<file path="config.mk">
export PLATFORM = sky130hd
export DESIGN_NAME = icache_ctrl
export DESIGN_NICKNAME = d
export VERILOG_FILES = /design/src/rtl/cpu_types_pkg.sv /design/src/rtl/icache_ctrl.sv
export SDC_FILE = /design/constraint.sdc
export NUM_CORES = 1
export LEC_CHECK = 0
export CORE_UTILIZATION = 41
export DETAILED_ROUTE_END_ITERATION = 10
export GPL_ROUTABILITY_DRIVEN = 0
export SLEW_MARGIN = 25
export SYNTH_ARGS = -nofsm -noshare
export SYNTH_HDL_FRONTEND = slang
export SYNTH_SLANG_ARGS = --single-unit
</file>
<file path="constraint.sdc">
create_clock -name CLK -period 11.3 [get_ports CLK]
set_input_delay 1.13 -clock CLK [delete_from_list [all_inputs] [get_ports CLK]]
set_output_delay 1.13 -clock CLK [all_outputs]
set_load 0.02 [all_outputs]
</file>
<file path="src/rtl/cpu_types_pkg.sv">
// Shared CPU-side types: the machine word plus the instruction cache's
// state encoding, frame layout and default geometry.
package cpu_types_pkg;

  typedef logic [31:0] word_t;

  localparam int ICACHE_SETS = 16;
  localparam int IIDX_W      = 4;
  localparam int ITAG_W      = 26;

  typedef enum logic {
    IDLE,
    FETCH
  } icache_state_t;

  typedef struct packed {
    logic              valid;
    logic [ITAG_W-1:0] tag;
    word_t             data;
  } icache_frame_t;

endpackage

</file>
<file path="src/rtl/icache_ctrl.sv">
// Direct-mapped, read-only instruction cache with single-word frames, one
// outstanding miss, full invalidate and hit/miss performance counters.
module icache_ctrl
  import cpu_types_pkg::*;
#(
  parameter int SETS  = ICACHE_SETS,
  parameter int IDX_W = $clog2(SETS),
  parameter int TAG_W = 30 - IDX_W
) (
  input  logic        CLK,
  input  logic        RST,
  input  logic        imemREN,
  input  logic [31:0] imemaddr,
  output logic        ihit,
  output logic [31:0] imemload,
  input  logic        iinv,
  output logic        iREN,
  output logic [31:0] iaddr,
  input  logic        iwait,
  input  logic [31:0] iload,
  output logic [31:0] hit_count,
  output logic [31:0] miss_count
);

  icache_state_t    state_q, state_d;
  logic [SETS-1:0]  valid_q, valid_d;
  logic [TAG_W-1:0] tag_q  [SETS];
  logic [TAG_W-1:0] tag_d  [SETS];
  word_t            data_q [SETS];
  word_t            data_d [SETS];
  word_t            miss_addr_q, miss_addr_d;
  word_t            iaddr_q, iaddr_d;
  logic             iren_q, iren_d;
  logic [31:0]      hit_count_q, hit_count_d;
  logic [31:0]      miss_count_q, miss_count_d;

  logic [IDX_W-1:0] req_idx, fill_idx;
  logic [TAG_W-1:0] req_tag, fill_tag;
  logic             hit, fill;
  logic             unused_addr_bits;

  assign req_idx  = imemaddr[IDX_W+1:2];
  assign req_tag  = imemaddr[31:IDX_W+2];
  assign fill_idx = miss_addr_q[IDX_W+1:2];
  assign fill_tag = miss_addr_q[31:IDX_W+2];
  assign unused_addr_bits = ^{imemaddr[1:0], miss_addr_q[1:0]};

  // Hits are only served while no fill is pending, with zero latency.
  assign hit  = (state_q == IDLE) && imemREN && valid_q[req_idx]
                && (tag_q[req_idx] == req_tag);
  assign fill = (state_q == FETCH) && !iwait;

  assign ihit       = hit;
  assign imemload   = hit ? data_q[req_idx] : '0;
  assign iREN       = iren_q;
  assign iaddr      = iaddr_q;
  assign hit_count  = hit_count_q;
  assign miss_count = miss_count_q;

  always_comb begin
    state_d      = state_q;
    valid_d      = valid_q;
    tag_d        = tag_q;
    data_d       = data_q;
    miss_addr_d  = miss_addr_q;
    iaddr_d      = iaddr_q;
    iren_d       = iren_q;
    miss_count_d = miss_count_q;
    hit_count_d  = hit_count_q + 32'(hit);
    case (state_q)
      IDLE: begin
        if (imemREN && !hit) begin
          state_d      = FETCH;
          miss_addr_d  = {imemaddr[31:2], 2'b00};
          iaddr_d      = {imemaddr[31:2], 2'b00};
          iren_d       = 1'b1;
          miss_count_d = miss_count_q + 32'd1;
        end
      end
      FETCH: begin
        if (fill) begin
          state_d           = IDLE;
          iaddr_d           = '0;
          iren_d            = 1'b0;
          valid_d[fill_idx] = 1'b1;
          tag_d[fill_idx]   = fill_tag;
          data_d[fill_idx]  = iload;
        end
      end
      default: state_d = IDLE;
    endcase
    // Invalidate overrides a fill landing in the same cycle.
    if (iinv) begin
      valid_d = '0;
    end
  end

  always_ff @(posedge CLK) begin
    if (RST) begin
      state_q      <= IDLE;
      valid_q      <= '0;
      miss_addr_q  <= '0;
      iaddr_q      <= '0;
      iren_q       <= 1'b0;
      hit_count_q  <= '0;
      miss_count_q <= '0;
    end else begin
      state_q      <= state_d;
      valid_q      <= valid_d;
      miss_addr_q  <= miss_addr_d;
      iaddr_q      <= iaddr_d;
      iren_q       <= iren_d;
      hit_count_q  <= hit_count_d;
      miss_count_q <= miss_count_d;
    end
  end

  // Tag and data need no reset; the valid bits guard them.
  always_ff @(posedge CLK) begin
    tag_q  <= tag_d;
    data_q <= data_d;
  end

endmodule

</file>
==> impl_results.md <==
- CTS sink count: 1070
- Routed wire length per instance: 25.88 µm
- Layout Nets: 2454
- Critical R2R Launch: tag_q[396]$_DFFE_PP_
- Synth Warn #: 0
- Boundary Pins: 199
- Initial DRC count: 1815
- Port Buffers: 194
- WHS: 0.4512 ns
- Final Hold Fails: 0
- CP startpoint kind: primary input
- Final core occ: 48.39%
- GRT Util Overall: 19.26%
- Number of enable flip-flop cells after synthesis: 928
- Ys flop type: edfxtp_1
- Initial Util: 41.35%
- CTS resizes: 0
- Area grow syn2layout: 17.02%
- Arrival @ worst endpoint: 6.02 ns
- Sum of buffers and inverters on the critical path: 5
- # rows: 117
- Vias in the first global route: 21.83k
- Peak VDD IR: 0.0001142 V
- Post-DRT Antenna Nets: 0
- Syn Inst Count: 2153
- Fin crit share: 63.23%
- Initial antenna violation count: 5
- Global-route wire length before repair: 145900 µm
- Worst slew pin tran: 1.077 ns
- Drt pass-1 iters: 5
- Total core area: 101700 µm²
- Seq cells post-synth: 1070
- Buffer count from post-CTS setup fixing: 0
- Min-Delay Path Class: flop to flop
- Leakage: 0.01583 µW
- Via/cell ratio: 5.541
- Worst-skew pair later-pin latency: 0.68 ns
- Req. time, crit path: 10.17 ns
- Status: finished, final reports clean
- RSZ-0062 raised after global routing: false
- Asr flop ratio synth: 0%
- Htree depth: 3
- Most used cell, CP: buf_4
- Sequential share of the synthesized area: 73.00%
- Routed WL: 99450 µm
- Max Freq: 0.1400 GHz
- Total CTS buffers: 109
- Final Skew: 0.02153 ns
- CP peak stage delay: 0.78 ns
- Synth top area share: 66.24%
- Top delay family on crit path: buffers and inverters
- Slew Limit Fails: 0
- Setup Total Neg Slack: 0 ns
- Final setup fails: 0
- Synth top cells by count: edfxtp_1, mux4_2, dfxtp_1
- CTS tree: done
- Total of max-cap violations: 0
- Clock transition at path regs: 0.06 ns
- CTS max path bufs: 3
- Dpl ws: 3.928 ns
- Die W: 322.3 µm
- Peak fanout along the critical path: 56
- Synth area leader: edfxtp_1
- # DRC: 0
- Post-Syn Area: 42070 µm²
- Critical-path cell list: buf_6 > buf_4 > mux4_2 > a22oi_1 > nand3_1 > xor2_1 > a2111oi_2 > nand4_1 > buf_4 > or2_2 > buf_4 > nor2b_1 > clkdlybuf4s50_1
- CP max stage cell: buf_4
- Worst Slack Setup Final: 4.155 ns
- Power Density: 170.6 nW/µm²
- Most frequent cell after synthesis: edfxtp_1
- Die area: 103900 µm²
- Chip height: 322.3 µm
- Average size of a mapped cell: 19.54 µm²
- Ranking of synthesized cells by area: edfxtp_1, mux4_2, dfxtp_1
- Netlist cell types: 63
- Post-CTS Hold Fix Bufs: 0
- Share of layout cells above drive strength 1: 24.17%
- Slew headroom: 27.87%
- Post-layout minimum cycle time: 7.145 ns
- CP Class: primary input to primary output
- Largest net degree at the start of global routing: 99
- Via count: 21.29k
- Estimated wirelength of the detail-placed design: 54300 µm
- Min-delay src: iaddr[19]$_SDFFE_PP0P_
- Gr ovfl total: 0
- Worst setup EP type: primary output
- CP startpoint: imemaddr[3]
- CTS root buffer: clkbuf_16
==> registers in the layout, summed over array words and instances (netlist names) <==
| name | flops |
|---|---|
| data_q | 512 |
| hit_count | 32 |
| iREN | 1 |
| iaddr | 30 |
| miss_addr_q | 30 |
| miss_count | 32 |
| state_q | 1 |
| tag_q | 416 |
| valid_q | 16 |
==> metal layers <==
layer / GRT usage, % / vias to the layer above / wire length, µm
met5: 0 / - / 38
met2: 31.11 / 689 / 47670
li1: - / 9214 / -
met3: 3.686 / 136 / 6557
met4: 4.847 / 6 / 1951
met1: 26.92 / 11250 / 43220
==> per-stage QoR <==
| step | cells | power, µW | area [µm²] |
|---|---|---|---|
| finish | 3843 | 8399 | 49230 |
| floorplan | 2154 | 4677 | 42070 |
| detailed placement | 3639 | 4837 | 45570 |
| CTS | 3842 | 8477 | 49220 |
| global placement | 3637 | 4825 | 45520 |
| global route | 3842 | 8644 | 49230 |
==> power by group <==
part | internal [µW] | leakage, µW | switching (µW)
sequential | 4320 | 0.00981 | 37.2
clock | 2160 | 0.00179 | 1490
combinational | 166 | 0.00423 | 220
total | 6650 | 0.0158 | 1750
==> cell usage in the layout (no fill, tap or decap), types with 24 or more instances in the layout <==
master,n
nand2_1,103
o2111ai_2,29
clkbuf_16,114
nor2b_1,64
nor2_1,72
clkdlybuf4s50_1,189
dfxtp_1,142
mux4_2,265
nand3_1,32
clkinv_2,24
o21ai_1,59
edfxtp_1,928
buf_4,43
xor2_1,37
==> path summary, 6_finish.rpt <==
| kind | slack [ns] | to | depth (start not counted) |
|---|---|---|---|
| min | 0.45 | iaddr[19]$_SDFFE_PP0P_ | 2 |
| min reg2reg | 0.45 | iaddr[19]$_SDFFE_PP0P_ | 2 |
| max | 4.15 | imemload[14] | 13 |
| max reg2reg | 6.02 | hit_count[28]$_SDFF_PP0_ | 17 |
==> cell families (layout without fill, tap and decap cells) <==
kind of cell	count (synthesis)	in the layout	share of synthesized area, %
flops	1070	1070	73.00
simple gates	375	375	4.444
mux	317	317	15.74
compound gates	203	203	3.977
buf+inv	136	456	1.746
xor+xnor	48	48	0.9993
fa+ha+maj	3	3	0.08924
other cells	1	3	0.008914
==> worst reg2reg max path: cells and delay by family (launching register included) <==
kind,cells,cell delay [ns]
muxes,1,0.49
DFF,1,0.37
and+or+nand+nor,8,2.48
AOI/OAI and AO/OA,3,0.64
buffers and inverters,3,0.80
adders and majority gates,2,0.43
==> final cells by class <==
class,instances,area (µm²)
timing repair buffer,241,2347
clock inverter,70,723.2
multi-input combinational,948,10770
tap,1368,1712
inverter,12,46.29
fill,8301,52510
antenna,1,2.502
sequential,1070,30710
clock buffer,133,2924
Note: power is estimated with default switching activity, not from simulation.
